<file path="src/rtl/uart_pkg.sv">
// Shared UART definitions: parity modes, transmitter states and line idle level.
package uart_pkg;

    typedef enum logic [1:0] {
        PAR_NONE = 2'd0,
        PAR_EVEN = 2'd1,
        PAR_ODD  = 2'd2
    } uart_parity_t;

    typedef enum logic [2:0] {
        ST_IDLE,
        ST_START,
        ST_DATA,
        ST_PARITY,
        ST_STOP
    } uart_tx_state_t;

    localparam logic UART_IDLE = 1'b1;

    // Narrower words are zero-extended by the caller, which leaves the XOR unchanged.
    function automatic logic calc_parity(input logic [7:0] data, input uart_parity_t mode);
        logic par;
        par = ^data;
        if (mode == PAR_ODD) begin
            par = ~par;
        end else if (mode == PAR_NONE) begin
            par = 1'b0;
        end
        return par;
    endfunction

endpackage

</file>
<file path="src/rtl/uart_bit_timer.sv">
// Bit-period divider: counts 0..CLKS_PER_BIT-1 and pulses o_bit_done on the last count.
module uart_bit_timer #(
    parameter int CLKS_PER_BIT = 104
) (
    input  logic                            clock,
    input  logic                            i_reset_n,
    input  logic                            i_restart,
    output logic [$clog2(CLKS_PER_BIT)-1:0] o_count,
    output logic                            o_bit_done
);

    localparam int CNT_W = $clog2(CLKS_PER_BIT);
    localparam logic [CNT_W-1:0] LAST_COUNT = CNT_W'(CLKS_PER_BIT - 1);

    logic [CNT_W-1:0] count;

    always_ff @(posedge clock or negedge i_reset_n) begin
        if (!i_reset_n) begin
            count <= '0;
        end else if (i_restart || (count == LAST_COUNT)) begin
            count <= '0;
        end else begin
            count <= count + CNT_W'(1);
        end
    end

    assign o_count    = count;
    assign o_bit_done = (count == LAST_COUNT);

endmodule

</file>
<file path="src/rtl/uart_tx.sv">
// UART transmitter: valid/ready word input, serial frame out (start, LSB-first data,
// optional parity, stop). All outputs are registered.
module uart_tx
    import uart_pkg::*;
#(
    parameter int CLKS_PER_BIT = 104,
    parameter int DATA_BITS    = 8,
    parameter int PARITY       = 0,
    parameter int STOP_BITS    = 1
) (
    input  logic                 clock,
    input  logic                 i_reset_n,
    input  logic                 i_valid,
    input  logic [DATA_BITS-1:0] i_data,
    output logic                 o_ready,
    output logic                 o_tx,
    output logic                 o_busy
);

    localparam int CNT_W = $clog2(CLKS_PER_BIT);
    localparam int IDX_W = $clog2(DATA_BITS);
    localparam uart_parity_t PAR_MODE = uart_parity_t'(PARITY);
    localparam logic [CNT_W-1:0] PRE_LAST_COUNT = CNT_W'(CLKS_PER_BIT - 2);
    localparam logic [IDX_W-1:0] LAST_IDX = IDX_W'(DATA_BITS - 1);
    localparam logic STOP_LAST = 1'(STOP_BITS - 1);

    if (CLKS_PER_BIT < 2) begin : g_bad_clks
        $error("uart_tx: CLKS_PER_BIT must be at least 2");
    end
    if (DATA_BITS < 5 || DATA_BITS > 8) begin : g_bad_data
        $error("uart_tx: DATA_BITS must be in 5..8");
    end
    if (PARITY < 0 || PARITY > 2) begin : g_bad_parity
        $error("uart_tx: PARITY must be 0, 1 or 2");
    end
    if (STOP_BITS < 1 || STOP_BITS > 2) begin : g_bad_stop
        $error("uart_tx: STOP_BITS must be 1 or 2");
    end

    uart_tx_state_t       state, state_next;
    logic [DATA_BITS-1:0] shift_reg, shift_next;
    logic [IDX_W-1:0]     bit_idx, idx_next;
    logic                 stop_cnt, stop_next;
    logic                 par_bit, par_next;
    logic                 tx_reg, tx_next;
    logic                 ready_reg, ready_next;
    logic                 busy_reg, busy_next;
    logic [CNT_W-1:0]     bit_count;
    logic                 bit_done;
    logic                 handshake;

    assign handshake = i_valid && ready_reg;

    uart_bit_timer #(
        .CLKS_PER_BIT(CLKS_PER_BIT)
    ) u_bit_timer (
        .clock     (clock),
        .i_reset_n (i_reset_n),
        .i_restart (handshake),
        .o_count   (bit_count),
        .o_bit_done(bit_done)
    );

    always_ff @(posedge clock or negedge i_reset_n) begin
        if (!i_reset_n) begin
            state     <= ST_IDLE;
            shift_reg <= '0;
            bit_idx   <= '0;
            stop_cnt  <= 1'b0;
            par_bit   <= 1'b0;
            tx_reg    <= UART_IDLE;
            ready_reg <= 1'b1;
            busy_reg  <= 1'b0;
        end else begin
            state     <= state_next;
            shift_reg <= shift_next;
            bit_idx   <= idx_next;
            stop_cnt  <= stop_next;
            par_bit   <= par_next;
            tx_reg    <= tx_next;
            ready_reg <= ready_next;
            busy_reg  <= busy_next;
        end
    end

    always_comb begin
        state_next = state;
        shift_next = shift_reg;
        idx_next   = bit_idx;
        stop_next  = stop_cnt;
        par_next   = par_bit;

        case (state)
            ST_IDLE: ;
            ST_START: begin
                if (bit_done) begin
                    state_next = ST_DATA;
                    idx_next   = '0;
                end
            end
            ST_DATA: begin
                if (bit_done) begin
                    shift_next = shift_reg >> 1;
                    if (bit_idx == LAST_IDX) begin
                        state_next = (PAR_MODE != PAR_NONE) ? ST_PARITY : ST_STOP;
                        stop_next  = 1'b0;
                    end else begin
                        idx_next = bit_idx + IDX_W'(1);
                    end
                end
            end
            ST_PARITY: begin
                if (bit_done) begin
                    state_next = ST_STOP;
                    stop_next  = 1'b0;
                end
            end
            ST_STOP: begin
                if (bit_done) begin
                    if (stop_cnt == STOP_LAST) begin
                        state_next = ST_IDLE;
                    end else begin
                        stop_next = 1'b1;
                    end
                end
            end
            default: state_next = ST_IDLE;
        endcase

        // ready_reg is only high in IDLE or the last stop cycle, so a handshake
        // here always starts a new frame, including the back-to-back case.
        if (handshake) begin
            state_next = ST_START;
            shift_next = i_data;
            par_next   = calc_parity(8'(i_data), PAR_MODE);
        end

        case (state_next)
            ST_START:  tx_next = 1'b0;
            ST_DATA:   tx_next = shift_next[0];
            ST_PARITY: tx_next = par_next;
            default:   tx_next = UART_IDLE;
        endcase

        busy_next  = (state_next != ST_IDLE);
        ready_next = (state_next == ST_IDLE) ||
                     ((state == ST_STOP) && (stop_cnt == STOP_LAST) &&
                      (bit_count == PRE_LAST_COUNT));
    end

    assign o_tx    = tx_reg;
    assign o_ready = ready_reg;
    assign o_busy  = busy_reg;

endmodule

</file>
<file path="config.mk">
export PLATFORM = sky130hd
export DESIGN_NAME = uart_tx
export DESIGN_NICKNAME = d
export VERILOG_FILES = /design/src/rtl/uart_pkg.sv /design/src/rtl/uart_bit_timer.sv /design/src/rtl/uart_tx.sv
export SDC_FILE = /design/constraint.sdc
export NUM_CORES = 1
export LEC_CHECK = 0
export ABC_AREA = 1
export CORE_UTILIZATION = 55
export CTS_CLUSTER_DIAMETER = 200
export DETAILED_ROUTE_END_ITERATION = 6
export MAX_ROUTING_LAYER = met4
export PLACE_DENSITY = 0.78
export SLEW_MARGIN = 5
export SYNTH_ARGS = -nofsm -noshare
export SYNTH_HDL_FRONTEND = slang
export SYNTH_HIERARCHICAL = 1
export SYNTH_SLANG_ARGS = --single-unit
</file>
<file path="constraint.sdc">
create_clock -name clock -period 1.9 [get_ports clock]
set_input_delay 0.38 -clock clock [delete_from_list [all_inputs] [get_ports clock]]
set_output_delay 0.38 -clock clock [all_outputs]
set_load 0.005 [all_outputs]
</file>
-- Yosys cells after proc, flatten, opt, wreduce, memory -nomap -nowiden
Index checks and enable logic that the tools add are counted.
Widths: inputs -> output; s select.
- register bits: 26
- input port bits: 11
- output and inout port bits: 3
- word-level logic and storage cells: 68
- $add $sub $neg: 2
- equal/unequal tests: 16
- muxes and demuxes: 24
- bitwise operators: 1
- reduce and logical (&&, ||, !) cells: 15
- operators with widths (operator ; number):
    $mux 3 ; 10
    $mux 8 ; 3
    $pmux 3 s5 ; 1
    $eq 7x7->1 const B ; 2
    $eq 3x2->1 const B ; 4
    $ne 2x2->1 const B ; 6
    $add 7x1->7 const B ; 1
    $mux 7 ; 1
    $eq 3x1->1 const B ; 2
    $eq 3x3->1 const B ; 2
    $logic_not 3->1 ; 2
    $mux 1 ; 6
    $pmux 1 s3 ; 2
    $pmux 3 s2 ; 1
    $reduce_bool 2->1 ; 3
    $reduce_bool 3->1 ; 2
    $reduce_and 5->1 ; 1
    $reduce_and 4->1 ; 1
    $add 3x1->3 const B ; 1
    $logic_and 1x1->1 ; 3
    $logic_or 1x1->1 ; 2
    $reduce_and 2->1 ; 1
    $not 1->1 ; 1

-- Longest topological paths before layout
Gate-level depths: netlist of run 1.
- depth after elaboration: 7
- mapped depth: 13
- gate-level depth less buffers: 13

-- Cells and area by module
Netlist of run 1, hierarchy kept.
- modules (own cells, without submodules) (module ; times used ; cells an instance ; area an instance (µm²) ; sequential area each (µm²)):
    uart_tx ; 1 ; 108 ; 943.4 ; 452.9
    uart_bit_timer ; 1 ; 45 ; 354.1 ; 175.2

-- Least setup slack after synthesis of run 1
No wires, ideal clock.
- kind: reg2reg
- start point: reg u_bit_timer.count[0] (netlist: u_bit_timer/o_count[0])
- end point: reg shift_reg[5]
- library setup time: 0.074 ns
- data arrival time: 1.538 ns
- data required time: 1.826 ns
- setup slack: 0.288 ns
- cell stages (with the launch flop): 11
- path buffers: 1
- period minus slack after synthesis: 1.612 ns
- cells stage by stage: dfrtp_1 -> ha_1 -> nand2_1 -> nor2_1 -> nand2_1 -> inv_1 -> inv_2 -> o21ai_4 -> buf_6 -> o211ai_2 -> o21ai_2
- longest elaborated chain between the ends: 3
- ends and longest elaborated chain (element ; line ; RTL):
    from (decl) ; uart_bit_timer.sv:15 ; logic [CNT_W-1:0] count;
    from (signal assigned) ; uart_bit_timer.sv:23 ; count <= count + CNT_W'(1);
    $eq 7x7->1 ; uart_bit_timer.sv:28 ; assign o_bit_done = (count == LAST_COUNT);
    via bit_done ; uart_tx.sv:49 ; logic bit_done;
    $reduce_bool 2->1 (no line) ; n/a ;
    $reduce_and 2->1 (no line) ; n/a ;
    to (signal assigned) ; uart_tx.sv:76 ; shift_reg <= shift_next;
    to (decl) ; uart_tx.sv:41 ; logic [DATA_BITS-1:0] shift_reg, shift_next;
The timed path passes the listed nets, and every way through them passes these cells.
A chain may end at the register's enable or synchronous reset.

-- Worst setup path in the final report of run 1
- start point: reg ready_reg (netlist: o_ready)
- end point: out o_ready
- RTL lines (element ; line ; RTL):
    from (decl) ; uart_tx.sv:46 ; logic ready_reg, ready_next;
    from (signal assigned) ; uart_tx.sv:81 ; ready_reg <= ready_next;
    to (decl) ; uart_tx.sv:15 ; output logic o_ready,
No word-level cell between the ends.

==> summary.txt, run 1 <==
Reg clk slew, reported paths -> 0.13 ns
Placed Instance Area -> 0.00147 mm²
Root buf cell -> clkbuf_4
Largest net degree at the start of global routing -> 26
IO Port Bufs -> 13
Leakage -> 0.724 nW
Fin worst setup slack -> 0.143 ns
Clock tree from TritonCTS -> done
Worst R2R Start -> u_bit_timer/o_count[1]
Worst path arrival time -> 1.38 ns
Post-Syn Instances -> 153
Fmax -> 0.569 GHz
First-pass GRT wire length -> 4230 µm
CTS buffer count -> 3
CTS resizes -> 0
Sequential area share after synthesis -> 48.4%
Status -> complete, no violations
Mapped Area -> 0.00130 mm²
Ant diodes -> 0
WP data required -> 1.52 ns
Die Area -> 0.00256 mm²
Worst path cell trace -> clkdlybuf4s50_1
Worst vdd ir -> 0.665 mV
# Max-Cap Violations -> 0
GR Util All Layers -> 22.7%
Final hold slack -> 0.408 ns
Yosys top cell area share -> 44.4%
Yosys warns -> 6
P_int -> 938 µW
Design area -> 0.00151 mm²
Final net count -> 186
Avg Cell Area, Syn -> 8.48 µm²
Die X -> 50.6 µm
Worst skew pair latency -> 0.31 ns
Net Sw Frac -> 34.3%
Synth Net Count -> 167
Vias/cell -> 5.21
Max_slew headroom -> 74.7%
Residual DRC -> 0
Setup violations, final -> 0
Worst Setup Start Kind -> flip-flop
Setup crit start -> o_ready
Initial Util -> 58.7%
Max Buffers Root-to-Sink -> 2
Crit share post-route -> 92.5%
Clock period minus final worst setup slack -> 1.76 ns
Hold/Removal Path Class -> primary input to asynchronous set/reset pin
Unrepaired setup endpoints after global routing -> false
CP max FO -> 2
Setup Skew -> 0.00404 ns
Dpl ws -> 0.169 ns
PD cells -> 945 mW/mm²
Slew @ Worst Pin -> 0.375 ns
Routability cong. -> 0.854
Synth top area cells -> dfrtp_1 (44%), nand2_1 (9.8%), inv_1 (5.5%)
Max FFs per register -> 8
Grt total ovfl -> 0
DRT Pass-1 Iters -> 4
DR vias -> 1,037
Worst path bufs/invs -> 1
Post-route antenna net violation count -> 0
CP max stage delay -> 0.57 ns
Die Y -> 50.6 µm
CP top delay family -> flip-flops
Post-CTS setup buffers -> 0
Setup TNS -> 0 ns
Dpl cells -> 195
CTS sink count -> 25
Switch Pwr -> 488 µW
Sequential power share -> 56.3%
Initial DRC Count -> 14
Share of cells above drive strength 1 -> 18.1%
Setup crit end kind -> primary output
Yosys reg bits -> 25
Rows -> 17
Vias in the first global route -> 1,033
Number of distinct library cells after synthesis -> 29
Ports -> 14
Clock share of power -> 16.2%
Leading area contributor after synthesis -> dfrtp_1
H-tree levels -> 1
Hold Fails Final Rpt -> 0
Pins Over Slew Limit -> 0
Routed length per instance -> 11.1 µm
Non-Filler Instances -> 199
Crit path kind -> flip-flop to primary output
Slowest-stage cell, CP -> dfstp_2
Area Growth Syn to Fin -> 16.3%
CORE AREA -> 0.00221 mm²
Dpl hpwl -> 1680 µm
CTS Hold Buffers Added -> 0
Comb power frac -> 27.5%
Final WL -> 2210 µm
Initial antenna violation count -> 0
## cells in the final DEF (no fill, tap or decap), types with 3 or more instances in the layout
cell,n
nand2_1,34
dfrtp_1,22
inv_1,19
nor2_1,16
nand3_1,13
clkdlybuf4s50_1,13
nand2_2,7
o21ai_0,5
nand4_1,3
o21ai_1,3
clkbuf_4,3
buf_4,3
## worst paths after layout
check | to | slack (ns) | depth (start not counted)
min reg2reg | bit_idx[0] | 0.51 | 1
max | o_ready | 0.14 | 1
min | o_busy | 0.41 | 2
min in group clock | bit_idx[0] | 0.51 | 1
max reg2reg | shift_reg[4] | 0.22 | 9
max in group asynchronous | o_tx | 1.21 | 2
## power by group through the flow
| stage | sequential, mW | combinational, mW | clock [mW] |
|---|---|---|---|
| 2_1_floorplan | 0.769 | 0.290 | 0 |
| 4_1_cts | 0.788 | 0.384 | 0.239 |
| 3_3_place_gp | 0.791 | 0.372 | 0 |
| 6_report | 0.803 | 0.392 | 0.230 |
| 3_5_place_dp | 0.800 | 0.382 | 0 |
| 5_1_grt | 0.823 | 0.456 | 0.256 |
## cells in the mapped netlist
library cell,n
o21bai_2,1
o21ai_2,2
o21ai_1,3
o21bai_1,1
nand2_1,34
nand3_2,2
nor2_2,2
inv_1,19
o211ai_1,2
inv_2,2
nor3_1,1
nand4_1,3
xor2_1,1
nand2_2,7
nand3_1,13
o21ai_0,5
a31oi_1,1
o21ai_4,1
buf_2,1
a21oi_2,1
nor2_4,1
dfrtp_1,23
dfstp_2,2
ha_1,3
o211ai_2,2
nor2_1,16
a21oi_1,2
buf_6,1
nor4_1,1
## metal layers
layer / up-vias / GRT usage [%] / part of all wire (%)
met5: - / - / 0
met4: 0 / 12.5 / 2.3
met3: 6 / 3.94 / 2.3
met2: 18 / 35.6 / 48
met1: 480 / 27.8 / 47
li1: 533 / - / -
## cells by family (layout without fill, tap and decap cells)
logic type | Yosys count | count (layout) | synth area share, %
DFF | 25 | 25 | 48.4
xor gates and xnor gates | 1 | 1 | 0.675
buffers and inverters | 23 | 41 | 7.33
adders and majority gates | 3 | 3 | 2.89
and+or+nand+nor | 80 | 80 | 28.5
AOI/OAI and AO/OA | 21 | 21 | 12.2
## area by class of cell
class | instances | area [µm²]
fill | 205 | 703
tap | 28 | 35.0
clock buffer | 4 | 26.3
timing repair buffer | 16 | 153
sequential | 25 | 629
multi-input combinational | 105 | 587
inverter | 21 | 78.8
## stage by stage
stage,total power [mW],utilization (%)
after global placement,1.16,66.4
after global routing,1.54,68.2
after detailed placement,1.18,66.4
final,1.43,68.2
after floorplan,1.06,-
after CTS,1.41,67.6
No activity file was read; power rests on OpenSTA's default activity.
==> inputs of run 2 (changes only) <==
--- a/config.mk
+++ b/config.mk
@@ -11,7 +11,6 @@
 export DETAILED_ROUTE_END_ITERATION = 6
 export MAX_ROUTING_LAYER = met4
 export PLACE_DENSITY = 0.78
-export SLEW_MARGIN = 5
 export SYNTH_ARGS = -nofsm -noshare
 export SYNTH_HDL_FRONTEND = slang
 export SYNTH_HIERARCHICAL = 1
==> results of run 2 <==
Same layout as run 1: the final DEF is identical, and so are final timing and power.
